==> config.mk <==
export PLATFORM = sky130hd
export DESIGN_NAME = riscv_wb_arb
export DESIGN_NICKNAME = d
export VERILOG_FILES = /design/src/rtl/riscv_wb_pkg.sv /design/src/rtl/riscv_wb_rr_arb.sv /design/src/rtl/riscv_wb_arb.sv
export SDC_FILE = /design/constraint.sdc
export NUM_CORES = 1
export LEC_CHECK = 0
export CAP_MARGIN = 20
export CORE_AREA = 8 8 104 106
export DETAILED_ROUTE_END_ITERATION = 10
export DIE_AREA = 0 0 112 114
export PLACE_DENSITY = 0.73
export SLEW_MARGIN = 20
export SYNTH_ARGS = -nofsm -noshare
export SYNTH_HDL_FRONTEND = slang
export SYNTH_HIERARCHICAL = 1
export SYNTH_SLANG_ARGS = --single-unit
==> constraint.sdc <==
create_clock -name clk_i -period 5.1 [get_ports clk_i]
set_input_delay 1.02 -clock clk_i [delete_from_list [all_inputs] [get_ports clk_i]]
set_output_delay 1.02 -clock clk_i [all_outputs]
set_load 0.1 [all_outputs]
==> src/rtl/riscv_wb_pkg.sv <==
// riscv_wb_pkg
// Shared definitions for the instruction/data Wishbone arbiter:
//   - arb_state_e : arbiter FSM state encoding (idle, I owns bus, D owns bus)
//   - GNT_*       : grant codes presented on gnt_o
//   - SEL_ALL     : byte-select pattern used for instruction fetches
//   - tmo_width() : stall-timeout counter width, clamped to 8..16 bits
package riscv_wb_pkg;

    typedef enum logic [1:0] {
        ST_IDLE  = 2'b00,
        ST_GNT_I = 2'b01,
        ST_GNT_D = 2'b10
    } arb_state_e;

    localparam logic [1:0] GNT_NONE = 2'b00;
    localparam logic [1:0] GNT_I    = 2'b01;
    localparam logic [1:0] GNT_D    = 2'b10;

    localparam logic [3:0] SEL_ALL  = 4'hF;

    // Bits needed to count up to 'cycles', never narrower than 8 or wider than 16.
    function automatic int tmo_width(input int cycles);
        int w;
        w = $clog2(cycles + 1);
        if (w < 8) begin
            w = 8;
        end
        if (w > 16) begin
            w = 16;
        end
        return w;
    endfunction

endpackage

==> src/rtl/riscv_wb_rr_arb.sv <==
// riscv_wb_rr_arb
// Two-input round-robin picker.
//   clk_i, rst_ni : clock, asynchronous active-low reset
//   req[1:0]      : request vector, bit 0 = instruction master, bit 1 = data master
//   advance       : the grant presented this cycle is being taken
//   gnt[1:0]      : one-hot grant (combinational from req and the pointer)
// The pointer resets to favour the data master. Whenever a grant is taken the
// pointer moves to favour the other master, so a tie always goes to the
// master that did not win last time.
module riscv_wb_rr_arb (
    input  logic       clk_i,
    input  logic       rst_ni,
    input  logic [1:0] req,
    input  logic       advance,
    output logic [1:0] gnt
);

    // 1: data master wins a tie, 0: instruction master wins a tie
    logic ptr_d_r;

    // Pick a single winner from the request vector.
    always_comb begin
        gnt = 2'b00;
        case (req)
            2'b01:   gnt = 2'b01;
            2'b10:   gnt = 2'b10;
            2'b11:   gnt = ptr_d_r ? 2'b10 : 2'b01;
            default: gnt = 2'b00;
        endcase
    end

    // Move the pointer away from whoever was just granted.
    always_ff @(posedge clk_i or negedge rst_ni) begin
        if (!rst_ni) begin
            ptr_d_r <= 1'b1;
        end else if (advance) begin
            if (gnt[1]) begin
                ptr_d_r <= 1'b0;
            end else if (gnt[0]) begin
                ptr_d_r <= 1'b1;
            end else begin
                ptr_d_r <= ptr_d_r;
            end
        end else begin
            ptr_d_r <= ptr_d_r;
        end
    end

endmodule

==> src/rtl/riscv_wb_arb.sv <==
// riscv_wb_arb
// Wishbone B3 classic arbiter: the core's instruction bus (i_*) and data bus
// (d_*) share one master port (m_*). Round-robin per transfer; the grant is
// held until the slave terminates the transfer (ack/err) or the owner drops cyc.
// Ports:
//   clk_i, rst_ni           : clock, asynchronous active-low reset
//   i_cyc/stb/adr_i         : instruction master request (read only)
//   i_dat/ack/err_o         : instruction master response
//   d_cyc/stb/we/sel/adr/dat_i : data master request
//   d_dat/ack/err_o         : data master response
//   m_cyc/stb/we/sel/adr/dat_o : shared bus request
//   m_dat/ack/err_i         : shared bus response
//   gnt_o                   : current owner, 00 none, 01 I, 10 D
// Optional build macro WB_ARB_TIMEOUT_EN: a stall counter errors out a
// transfer the slave has not answered after TIMEOUT_CYCLES strobed cycles.
module riscv_wb_arb
    import riscv_wb_pkg::*;
#(
    parameter int ADDR_W         = 32,
    parameter int DATA_W         = 32,
    parameter int TIMEOUT_CYCLES = 255
) (
    input  logic              clk_i,
    input  logic              rst_ni,
    input  logic              i_cyc_i,
    input  logic              i_stb_i,
    input  logic [ADDR_W-1:0] i_adr_i,
    output logic [DATA_W-1:0] i_dat_o,
    output logic              i_ack_o,
    output logic              i_err_o,
    input  logic              d_cyc_i,
    input  logic              d_stb_i,
    input  logic              d_we_i,
    input  logic [3:0]        d_sel_i,
    input  logic [ADDR_W-1:0] d_adr_i,
    input  logic [DATA_W-1:0] d_dat_i,
    output logic [DATA_W-1:0] d_dat_o,
    output logic              d_ack_o,
    output logic              d_err_o,
    output logic              m_cyc_o,
    output logic              m_stb_o,
    output logic              m_we_o,
    output logic [3:0]        m_sel_o,
    output logic [ADDR_W-1:0] m_adr_o,
    output logic [DATA_W-1:0] m_dat_o,
    input  logic [DATA_W-1:0] m_dat_i,
    input  logic              m_ack_i,
    input  logic              m_err_i,
    output logic [1:0]        gnt_o
);

    arb_state_e state_r;

    logic       i_req_s;
    logic       d_req_s;
    logic       own_i_s;
    logic       own_d_s;
    logic       owner_cyc_s;
    logic       owner_stb_s;
    logic       tmo_hit_s;
    logic       term_s;
    logic [1:0] rr_req_s;
    logic [1:0] rr_gnt_s;
    logic       rr_adv_s;

    assign i_req_s = i_cyc_i & i_stb_i;
    assign d_req_s = d_cyc_i & d_stb_i;
    assign own_i_s = (state_r == ST_GNT_I);
    assign own_d_s = (state_r == ST_GNT_D);

    // cyc/stb of whichever master currently owns the bus.
    always_comb begin
        owner_cyc_s = 1'b0;
        owner_stb_s = 1'b0;
        case (state_r)
            ST_GNT_I: begin
                owner_cyc_s = i_cyc_i;
                owner_stb_s = i_cyc_i & i_stb_i;
            end
            ST_GNT_D: begin
                owner_cyc_s = d_cyc_i;
                owner_stb_s = d_cyc_i & d_stb_i;
            end
            default: begin
                owner_cyc_s = 1'b0;
                owner_stb_s = 1'b0;
            end
        endcase
    end

`ifdef WB_ARB_TIMEOUT_EN
    localparam int TMO_W = tmo_width(TIMEOUT_CYCLES);

    logic [TMO_W-1:0] tmo_cnt_r;

    assign tmo_hit_s = owner_stb_s & (tmo_cnt_r == TMO_W'(TIMEOUT_CYCLES));

    // Stall counter: cleared whenever the grant changes (any termination or
    // abort, and continuously while idle), counts strobed unanswered cycles.
    always_ff @(posedge clk_i or negedge rst_ni) begin
        if (!rst_ni) begin
            tmo_cnt_r <= {TMO_W{1'b0}};
        end else if (term_s | ~owner_cyc_s) begin
            tmo_cnt_r <= {TMO_W{1'b0}};
        end else if (owner_stb_s) begin
            tmo_cnt_r <= tmo_cnt_r + TMO_W'(1);
        end else begin
            tmo_cnt_r <= tmo_cnt_r;
        end
    end
`else
    assign tmo_hit_s = 1'b0;
`endif

    // A timed-out transfer is hidden from the slave for its final cycle so a
    // response arriving exactly then cannot be mistaken for a second one.
    assign m_cyc_o = owner_cyc_s & ~tmo_hit_s;
    assign m_stb_o = owner_stb_s & ~tmo_hit_s;

    assign term_s  = (m_stb_o & (m_ack_i | m_err_i)) | tmo_hit_s;

    // Request vector offered to the picker: everyone while idle, only the
    // waiting master at a termination (zero-bubble handover), else nothing.
    always_comb begin
        rr_req_s = 2'b00;
        case (state_r)
            ST_IDLE:  rr_req_s = {d_req_s, i_req_s};
            ST_GNT_I: rr_req_s = term_s ? {d_req_s, 1'b0} : 2'b00;
            ST_GNT_D: rr_req_s = term_s ? {1'b0, i_req_s} : 2'b00;
            default:  rr_req_s = 2'b00;
        endcase
    end

    // Any request reaching the picker is always granted, so that is the advance.
    assign rr_adv_s = |rr_req_s;

    riscv_wb_rr_arb u_rr (
        .clk_i   (clk_i),
        .rst_ni  (rst_ni),
        .req     (rr_req_s),
        .advance (rr_adv_s),
        .gnt     (rr_gnt_s)
    );

    // Arbiter FSM; termination takes priority over an owner abort.
    always_ff @(posedge clk_i or negedge rst_ni) begin
        if (!rst_ni) begin
            state_r <= ST_IDLE;
        end else begin
            case (state_r)
                ST_IDLE: begin
                    if (rr_gnt_s[1]) begin
                        state_r <= ST_GNT_D;
                    end else if (rr_gnt_s[0]) begin
                        state_r <= ST_GNT_I;
                    end else begin
                        state_r <= ST_IDLE;
                    end
                end
                ST_GNT_I: begin
                    if (term_s) begin
                        state_r <= rr_gnt_s[1] ? ST_GNT_D : ST_IDLE;
                    end else if (!i_cyc_i) begin
                        state_r <= ST_IDLE;
                    end else begin
                        state_r <= ST_GNT_I;
                    end
                end
                ST_GNT_D: begin
                    if (term_s) begin
                        state_r <= rr_gnt_s[0] ? ST_GNT_I : ST_IDLE;
                    end else if (!d_cyc_i) begin
                        state_r <= ST_IDLE;
                    end else begin
                        state_r <= ST_GNT_D;
                    end
                end
                default: state_r <= ST_IDLE;
            endcase
        end
    end

    // Shared-bus request mux and grant code, decoded from the registered state.
    always_comb begin
        m_we_o  = 1'b0;
        m_sel_o = 4'h0;
        m_adr_o = {ADDR_W{1'b0}};
        m_dat_o = {DATA_W{1'b0}};
        gnt_o   = GNT_NONE;
        case (state_r)
            ST_GNT_I: begin
                m_we_o  = 1'b0;
                m_sel_o = SEL_ALL;
                m_adr_o = i_adr_i;
                m_dat_o = {DATA_W{1'b0}};
                gnt_o   = GNT_I;
            end
            ST_GNT_D: begin
                m_we_o  = d_we_i;
                m_sel_o = d_sel_i;
                m_adr_o = d_adr_i;
                m_dat_o = d_dat_i;
                gnt_o   = GNT_D;
            end
            default: begin
                m_we_o  = 1'b0;
                m_sel_o = 4'h0;
                m_adr_o = {ADDR_W{1'b0}};
                m_dat_o = {DATA_W{1'b0}};
                gnt_o   = GNT_NONE;
            end
        endcase
    end

    // Responses go only to the owner; gating with m_stb_o drops stray
    // responses while idle or between strobes.
    assign i_ack_o = own_i_s & m_ack_i & m_stb_o;
    assign i_err_o = own_i_s & ((m_err_i & m_stb_o) | tmo_hit_s);
    assign d_ack_o = own_d_s & m_ack_i & m_stb_o;
    assign d_err_o = own_d_s & ((m_err_i & m_stb_o) | tmo_hit_s);

    assign i_dat_o = m_dat_i;
    assign d_dat_o = m_dat_i;

endmodule

Yosys cells after proc, flatten, opt, wreduce, memory -nomap -nowiden
Cells that the tools add are included.
{"block": "op_classes", "n_bitwise": 11, "order_cmp": 0, "multipliers": 0, "shifts": 0, "n_eq_ne": 5, "div_mod_pow": 0, "n_mux": 22, "addsub": 0, "reduce_logical": 4}
{"operator": "32-bit one-hot mux with 2 select lines", "n": 1}
{"operator": "32-bit two-way mux", "n": 1}
{"operator": "2-bit one-hot mux with 3 select lines", "n": 3}
{"operator": "2-bit two-way mux", "n": 7}
{"operator": "1-bit AND", "n": 10}
{"operator": "4-bit one-hot mux with 2 select lines", "n": 1}
{"operator": "2-bit equality test, second input constant", "n": 3}
{"operator": "1-bit two-way mux", "n": 6}
{"operator": "2-bit by 1-bit equality test with 1-bit output, second input constant", "n": 2}
{"operator": "1-bit one-hot mux with 2 select lines", "n": 2}
{"operator": "2-bit one-hot mux with 2 select lines", "n": 1}
{"operator": "2-bit zero test", "n": 1}
{"operator": "2-bit AND reduction", "n": 1}
{"operator": "2-bit nonzero test", "n": 1}
{"operator": "2-bit OR reduction", "n": 1}
{"operator": "1-bit bitwise OR", "n": 1}
{"block": "word_totals", "inputBits": 141, "reg_bits": 3, "mem_count": 0, "latchBits": 0, "ram_bits": 0, "mem_bits_ro": 0}

Logic depth before layout (Yosys ltp)
Gate-level depths: netlist (run 1).
{"block": "logic_depth", "ltp_word": 10, "mapped_depth": 11}

Cells and area by module
The synthesis (run 1) kept the hierarchy.
{"module": "riscv_wb_arb", "n_inst": 1, "cells_per_inst": 230, "area_per_inst_um2": 1577.8, "seq_area_each_um2": 50.0}
{"module": "riscv_wb_rr_arb", "n_inst": 1, "cells_per_inst": 6, "area_per_inst_um2": 56.3, "seq_area_each_um2": 26.3}

Worst setup path after synthesis (run 1)
No wires, ideal clock.
{"block": "synth_path", "kind": "input port to output port", "start": "input i_cyc_i", "end": "output m_cyc_o", "required_time_ns": 4.080, "n_path_buf": 0, "arrival_ns": 3.266, "setup_slack_ns": 0.814, "path_stages": 2, "cell_sequence": "nand2_1 -> a21boi_0"}
{"block": "synth_via", "elab_chain_cells": 1}
{"item": "start: declaration", "line": "riscv_wb_arb.sv:25", "rtl": "input logic i_cyc_i,"}
{"item": "1-bit one-hot mux with 2 select lines", "line": "riscv_wb_arb.sv:75", "rtl": "case (state_r)"}
{"item": "end: declaration", "line": "riscv_wb_arb.sv:40", "rtl": "output logic m_cyc_o,"}
Every way passes these cells.

Final worst setup path (run 1)
{"block": "layout_path", "start": "register state_r[0]", "end": "output m_sel_o[1]"}
{"block": "layout_via", "elab_chain_cells": 2, "word_cells_on_any_way": 3, "cone_classes": "eq/ne: 2; mux: 1"}
{"item": "start: declaration", "line": "riscv_wb_arb.sv:52", "rtl": "arb_state_e state_r;"}
{"item": "start signal: assignment", "line": "riscv_wb_arb.sv:162", "rtl": "state_r <= rr_gnt_s[1] ? ST_GNT_D : ST_IDLE;"}
{"item": "start signal: assignment", "line": "riscv_wb_arb.sv:171", "rtl": "state_r <= rr_gnt_s[0] ? ST_GNT_I : ST_IDLE;"}
{"item": "2-bit equality test / 2-bit by 1-bit equality test with 1-bit output (equally long branches)", "line": "riscv_wb_arb.sv:190", "rtl": "case (state_r)"}
{"item": "4-bit one-hot mux with 2 select lines (*)", "line": "riscv_wb_arb.sv:190"}
{"item": "end: declaration", "line": "riscv_wb_arb.sv:43", "rtl": "output logic [3:0] m_sel_o,"}
Every way passes the cells marked *; elsewhere a longest branch is shown, timed or not.

==> results of run 1 <==
## critical path, stage by stage (launching register included)
cell	delay (ps)
dfrtp_1	410
inv_1	120
ha_2	870
a21oi_1	160
nor2b_1	160
clkdlybuf4s50_1	1150
## worst max path at each step
stage | startpoint | cells after the start | end | slack [ps]
floorplan | i_cyc_i | 2 | m_cyc_o | 810
CTS | state_r[0] | 5 | m_sel_o[1] | 930
global placement | d_sel_i[0] | 4 | m_sel_o[0] | 1250
global route | state_r[0] | 5 | m_sel_o[0] | 730
detailed placement | state_r[0] | 5 | m_sel_o[1] | 1160
finish | state_r[0] | 5 | m_sel_o[1] | 980
## power by group through the flow
stage	Combinational [mW]	Sequential, mW	Clock [mW]
CTS	2.07	0.0509	0.0757
global placement	2.05	0.0507	0
global route	2.14	0.0527	0.0774
detailed placement	2.06	0.0518	0
finish	2.05	0.0505	0.0738
floorplan	1.82	0.0480	0
## cell usage after synthesis, drive strengths merged
library cell	number
dfrtp	2
o22ai	1
nor3	1
a22oi	32
a31oi	5
buf	72
dfstp	1
nor2b	36
clkbuf	11
o311ai	1
or2	1
a21oi	5
nand2	8
inv	3
nand4	3
nand3b	2
nor2	3
and2	33
ha	6
a21boi	3
a21o	2
o21ai	1
and3	4
## sequential cells by signal, indices dropped and copies added, names as in the netlist
register and count:
state_r 2, u_rr/ptr_d_r 1
## through the flow
| stage | hold WS (ps) | setup slack [ps] | cells | area [um2] | util |
|---|---|---|---|---|---|
| finish | 568.9 | 981.8 | 456 | 3032 | 0.3328 |
| global route | 603.1 | 734.1 | 456 | 3032 | 0.3328 |
| CTS | 564.8 | 933.3 | 456 | 3032 | 0.3328 |
| detailed placement | 558.7 | 1157 | 452 | 2987 | 0.3279 |
| global placement | 529.7 | 1251 | 452 | 2987 | 0.3279 |
| floorplan | 509.4 | 814.2 | 236 | 1634 | - |
## layer usage
layer  GRT usage  up-vias  routed length (um)
li1            -      944                   -
met1      0.1310      888                3374
met2      0.2338      140                4529
met3     0.04385        6                 829
met4     0.02158        0                  48
met5           0        -                   0
## cell type report
type,count,area (um2)
inverters,3,11.26
well taps,111,138.9
repair buffers,188,1777
fillers,945,6077
multi-input cells,147,983.4
clock buffers,4,45.04
flip-flops and latches,3,76.32
## logic make-up (layout without fill, tap and decap cells)
group | Yosys count | after routing | share of synthesized area
AO/OA/AOI/OAI | 50 | 50 | 0.2205
adder cells (fa/ha/maj) | 6 | 6 | 0.04594
buffers and inverters | 86 | 195 | 0.3545
flip-flops | 3 | 3 | 0.04671
AND/OR/NAND/NOR | 91 | 91 | 0.3323
==> reports/metrics.cfg, run 1 <==
[placement]
gp_congestion=0.8400
post-dp-hpwl_mm=7.329
portBuffers=185

[clocking]
cts_setup_buffers=0
cts_tree=done
cts-root-buf=clkbuf_8
htreeDepth=1
numCtsBuffers=3
cts_buffer_depth=2
worstSkewPairLatency_ps=230
clkSinkCount=3
hold_buffers=0
post_cts_resized=0
clkTransAtPathRegs_ps=40

[routing]
drt_first_pass_iters=4
routedWlPerCell_um=19.26
route.vias.total=1978
post-route-drc-count=0
vias_per_cell=4.338
initialDrtViolationCount=129
drtAntennaViolNets=0
routed_wl_mm=8.782

[timing]
finalMaxSlewViolations=0
min_period_ps=4118
max_freq_mhz=242.8
hold_violations=0
slew-limit-headroom=0.3233
worst_pin_slew_ps=1015
rsz0062_at_grt=no
fin_tns_setup_ps=0
setup_viol=0
timing.final.crit_share=0.8075
clock_skew_ps=3.254

[critical_path]
critPathArrivalTime_ps=3100
critPathKind=flop to primary output
worst_setup_path_start_kind=flop
r2r-end=state_r[0]
rrSetupSlack_ps=1760
cp-end-kind=primary output
critPathMaxFanout=61
cp_data_required_time_ps=4080
reg2reg_from=state_r[0]
r2r_cells=9

[worst_hold_path]
hp-class=flop to flop
hp-start=u_rr/ptr_d_r
hold_depth=2
min_to=u_rr/ptr_d_r

[pwr]
clockPowerShare=0.034
p_int_mw=0.6168
ir_drop_uv=565.4
power.sequential.fraction=0.023
pwr-share-comb=0.943
finalPower_mw=2.175
swShare=0.7164
power_switching_mw=1.558
leakage_nw=1.155
power_density_mw_per_mm2=717.4

[floorplanning]
die_area_mm2=0.01277
core_area_mm2=0.009109
rows=35
start_util=0.1794
die_h_um=114
die_w_um=112
io_pins=282

[global_route]
grt_pass1_wl_mm=12.54
grtUsageTotal=0.1239
antenna_found_initial=0
grt_pass1_vias=2017
grt_max_degree=62
overflow=0

[logic_synthesis]
synth_fp_nets=383
postSynthAreaPerCell_um2=6.924
netlist_instances=236
synth_seq_area_share=0.04671
ys_seq_elements=3
yosys_warnings=6
synth_top_area_frac=0.2940
synthDistinctLibCells=26
synthTopCellsByArea=buf_4 29%, a22oi_1 15%, nor2b_1 14%, and2_1 13%, ha_1 4.6%
yosysTopAreaCell=buf_4
syn_area_mm2=0.001634

[finish]
final_layout_size_suffix_gt1_frac=0.1420
antenna_cells=0
layout_common_cells=146 x clkdlybuf4s50_1, 42 x buf_4, 36 x nor2b_1
area_growth_pct=85.53
nets=493
final_common_cell=clkdlybuf4s50_1

[run]
cap_violations=0

[outcome]
status=finished clean

Note: power is estimated with default switching activity, not from simulation.
==> inputs of run 2 (changes only) <==
--- a/config.mk
+++ b/config.mk
@@ -6,10 +6,11 @@
 export NUM_CORES = 1
 export LEC_CHECK = 0
 export CAP_MARGIN = 20
-export CORE_AREA = 8 8 104 106
+export CORE_ASPECT_RATIO = 0.8
+export CORE_MARGIN = 8
+export CORE_UTILIZATION = 20
 export DETAILED_ROUTE_END_ITERATION = 10
-export DIE_AREA = 0 0 112 114
-export PLACE_DENSITY = 0.73
+export PLACE_DENSITY = 0.83
 export SLEW_MARGIN = 20
 export SYNTH_ARGS = -nofsm -noshare
 export SYNTH_HDL_FRONTEND = slang
==> constraint.sdc (replaced) <==
create_clock -name clk_i -period 3.5 [get_ports clk_i]
set_input_delay 0.7 -clock clk_i [delete_from_list [all_inputs] [get_ports clk_i]]
set_output_delay 0.7 -clock clk_i [all_outputs]
set_load 0.1 [all_outputs]
==> run 2 against run 1 <==
Clock power up 40%; die area down 11%; non-clock buffer count up 4; first-iteration DRC count down 31%; final cell count up 0.22%; sequential cell count unchanged; sequential share of layout area down 0.33 points; combinational power up 60%; setup slack worse by 330 ps; hold slack worse by 30 ps; register-to-register slack worse by 990 ps; largest cell class unchanged.
==> reports/metrics.cfg, run 2 (synthesized netlist as in run 1, its figures left out) <==
[global_route]
grtUsageTotal=0.1313
grt_pass1_vias=2091
grt_max_degree=45
antenna_found_initial=0
grt_pass1_wl_mm=11.94
overflow=0

[finish]
final_common_cell=clkdlybuf4s50_1
nets=497
area_growth_pct=113.3
final_area_mm2=0.003486
layout_common_cells=108 x clkdlybuf4s50_1, 42 x buf_12, 42 x buf_4
largest_register_ffs=2
final_layout_size_suffix_gt1_frac=0.2579
fill_cells=764
fin_cells=457
largestRegisters=state_r: 2 flops, u_rr/ptr_d_r: 1 flops
largest_register=state_r
antenna_cells=0

[timing]
timing.final.crit_share=0.8152
max_freq_mhz=350.5
setup_ws_ps=646.9
fin_tns_setup_ps=0
hold_ws_ps=539.0
slew-limit-headroom=0.7354
min_period_ps=2853
worst_pin_slew_ps=397.0
finalMaxSlewViolations=0
setup_viol=0
clock_skew_ps=4.966
hold_violations=0
rsz0062_at_grt=no

[outcome]
status=finished clean

[clocking]
post_cts_resized=0
clkSinkCount=3
cts-root-buf=clkbuf_8
cts_buffer_depth=2
cts_tree=done
hold_buffers=0
numCtsBuffers=3
worstSkewPairLatency_ps=220
cts_setup_buffers=0
clkTransAtPathRegs_ps=40
htreeDepth=1

[placement]
post-place-ws_ps=714.4
placed_cells=453
post-dp-hpwl_mm=6.981
gp_congestion=0.7670
place_area_mm2=0.003441
portBuffers=185

[critical_path]
critPathKind=flop to primary output
reg2reg_from=state_r[0]
rrSetupSlack_ps=770
r2r-end=state_r[1]
cp-end-kind=primary output
r2r_cells=11
worstSetupStartpoint=state_r[0]
critPathArrivalTime_ps=2150
cp_data_required_time_ps=2800
worst_setup_path_start_kind=flop
critPathMaxFanout=17
endpoint=d_ack_o

[pwr]
leakage_nw=1.367
power_density_mw_per_mm2=994.3
ir_drop_uv=763.1

[worst_hold_path]
hp-start=u_rr/ptr_d_r
hold_depth=2
hp-class=flop to flop

[routing]
vias_per_cell=4.317
routedWlPerCell_um=17.63
initialDrtViolationCount=89
drtAntennaViolNets=0
route.vias.total=1973
routed_wl_mm=8.059
drt_first_pass_iters=4
post-route-drc-count=0

[floorplanning]
core_area_mm2=0.007946
rows=29
die_w_um=117.1
start_util=0.2056
die_h_um=96.85
die_area_mm2=0.01134
io_pins=282

[run]
cap_violations=0

run 2: changes by cell type in the layout (fill, tap and decap cells not counted):
cell	delta
ha_2	-1
a21boi_0	-1
a21boi_1	+1
clkdlybuf4s50_1	-38
buf_12	+42
ha_1	+1
run 2: routing by layer:
metal	vias up	track usage	part of all wire
li1	955	-	-
met2	99	0.2470	0.54
met4	0	0.02849	0.011
met1	907	0.1379	0.36
met3	12	0.03913	0.085
met5	-	0	0
run 2: final cells by class:
class,count,area [um2],area share
timing repair buffer,192,2237,0.6418
multi-input combinational,147,980.9,0.2814
tap,108,135.1,0.03877
sequential,3,76.32,0.02190
clock buffer,4,45.04,0.01292
inverter,3,11.26,0.003230
run 2: worst max-delay path: stages (launching register included):
cell     delay (ps)
dfrtp_1         390
inv_1           100
ha_1            450
buf_4           260
nand2_1          80
o22ai_2         200
and3_1          260
buf_12          190
run 2: worst min path at each step:
stage	slack, ps	to
6_report	540	u_rr/ptr_d_r
5_1_grt	550	u_rr/ptr_d_r
4_1_cts	530	u_rr/ptr_d_r
3_5_place_dp	530	u_rr/ptr_d_r
3_3_place_gp	530	u_rr/ptr_d_r
2_1_floorplan	400	state_r[0]
run 2: stage by stage:
stage / power (mW) / utilization
after floorplan: 2.719 / -
after global placement: 3.345 / 0.4330
after detailed placement: 3.383 / 0.4330
final: 3.466 / 0.4387
after global routing: 3.597 / 0.4387
after CTS: 3.497 / 0.4387
run 2: power by group:
group / switching (mW) / internal (mW) / total, mW / leakage [nW]
combinational: 2.27 / 1.01 / 3.29 / 1.31
sequential: 0.0192 / 0.0562 / 0.0754 / 0.0371
clock: 0.0255 / 0.0779 / 0.103 / 0.0228
==> inputs of run 3 (changes only) <==
==> constraint.sdc (replaced) <==
create_clock -name clk_i -period 2.5 [get_ports clk_i]
set_input_delay 0.5 -clock clk_i [delete_from_list [all_inputs] [get_ports clk_i]]
set_output_delay 0.5 -clock clk_i [all_outputs]
set_load 0.1 [all_outputs]
==> run 3 against run 2 <==
Setup slack got worse by 530 ps; final cell count unchanged; die area unchanged; final area increased by 19%; sequential cell count unchanged; sequential share of layout area decreased by 0.36 points; utilization increased by 8.5 points; clock skew decreased by 4.4 ps; critical endpoint is now i_err_o; largest cell class unchanged.
==> reports/metrics.cfg, run 3 (synthesized netlist as in run 1, its figures left out) <==
[clocking]
cts-root-buf=clkbuf_8
htreeDepth=1
numCtsBuffers=3
cts_tree=done
clkSinkCount=3
hold_buffers=0
clkTransAtPathRegs_ps=30
cts_buffer_depth=2
worstSkewPairLatency_ps=220

[critical_path]
critPathSlowestCell=dfrtp_1
max_stage_delay_ps=400
path_buf_inv=3
cp-end-kind=primary output
crit_chain=inv_1, ha_1, nand2_1, o22ai_2, buf_6, and3_2, buf_12
worst_setup_path_start_kind=flop
critPathArrivalTime_ps=1890
critPathMaxFanout=13
cp_top_family=buffers and inverters
critPathKind=flop to primary output
cp_data_required_time_ps=2000

[finish]
final_common_cell=clkdlybuf4s50_1
nets=497
fin_cells=457
final_layout_size_suffix_gt1_frac=0.3782
antenna_cells=0
largest_register_ffs=2
largest_register=state_r
layout_common_cells=108 x clkdlybuf4s50_1, 75 x buf_12, 33 x and2_1
area_growth_pct=154.7
largestRegisters=state_r: 2 flops, u_rr/ptr_d_r: 1 flops
fin_util=0.5239

[outcome]
status=finished clean

[global_route]
overflow=0
grt_pass1_vias=2292
grt_max_degree=37
grtUsageMet3=0.05404
grtUsageTotal=0.1478
top_usage_layer=met2
use_met1=0.1451
globalRouteMet2Util=0.2788
antenna_found_initial=0
grt_pass1_wl_mm=13.07

[run]
cap_violations=0

[routing]
initialDrtViolationCount=113
routedWlPerCell_um=19.23
drt_first_pass_iters=5
vias_per_cell=4.538
drtAntennaViolNets=0
routed_wl_mm=8.786
route.vias.total=2074
post-route-drc-count=0

[timing]
timing.final.crit_share=0.9548
min_period_ps=2387
setup_ws_ps=112.9
max_freq_mhz=418.9
setup_viol=0
clock_skew_ps=0.6116
finalMaxSlewViolations=0
slew-limit-headroom=0.7606
rsz0062_at_grt=no
worst_pin_slew_ps=353.5
hold_violations=0
fin_tns_setup_ps=0

[floorplanning]
io_pins=282
die_w_um=117.1
start_util=0.2056
die_h_um=96.85
rows=29
core_area_mm2=0.007946
die_area_mm2=0.01134

[placement]
portBuffers=185
post-place-ws_ps=-99.90
placed_cells=453
gp_congestion=0.8393
post-dp-hpwl_mm=7.749

[pwr]
ir_drop_uv=779.3
power_density_mw_per_mm2=1384
leakage_nw=1.542
finalPower_mw=5.761

[worst_hold_path]
hp-class=primary input to asynchronous set/reset pin

-- run 3: final cells by class --
class / instances / area, um2
Clock buffer: 4 / 45.04
Multi-Input combinational cell: 147 / 1234
Tap cell: 108 / 135.1
Sequential cell: 3 / 76.32
Inverter: 3 / 11.26
Fill cell: 661 / 3784
Timing Repair Buffer: 192 / 2661
-- run 3: per-layer routing --
| metal | part of all wire | vias to the layer above |
|---|---|---|
| li1 | - | 952 |
| met4 | 0.017 | 0 |
| met5 | 0 | - |
| met3 | 0.099 | 19 |
| met2 | 0.55 | 132 |
| met1 | 0.33 | 971 |
-- run 3: timing repair --
action / CTS / global route
setup endpoints to repair: 0 / 35
resized for setup: 0 / 6
setup buffers: 0 / 0
-- run 3: path summary, 6_finish.rpt --
kind	cells past startpoint	from	slack [ps]	to
worst max-delay path	7	state_r[0]	110	i_err_o
worst min-delay path	1	rst_ni	480	state_r[0]
worst max register to register	10	state_r[0]	210	state_r[0]
worst min register to register	1	u_rr/ptr_d_r	570	u_rr/ptr_d_r
max in group asynchronous	1	rst_ni	1780	u_rr/ptr_d_r
min in group clk_i	1	u_rr/ptr_d_r	570	u_rr/ptr_d_r
-- run 3: where the power goes --
group / internal [mW] / switching [mW]
Sequential: 0.0788 / 0.0295
Clock: 0.109 / 0.0362
Combinational: 2.07 / 3.44
Total: 2.26 / 3.50
-- run 3: per-stage QoR --
step | area (um2) | hold WS [ps]
floorplan | 1879 | 204.4
global placement | 4099 | 526.2
detailed placement | 4099 | 531.8
CTS | 4144 | 478.9
global route | 4163 | 505.8
finish | 4163 | 482.2
-- run 3: worst reg2reg max path: stages (launching register included) --
cell and delay, ps:
dfrtp_1 400, inv_1 110, ha_1 360, nand2_1 80, o22ai_2 150, buf_6 170, a31oi_1 110, nor3_2 210
a21boi_1 270, nand4_1 150, a31oi_1 210
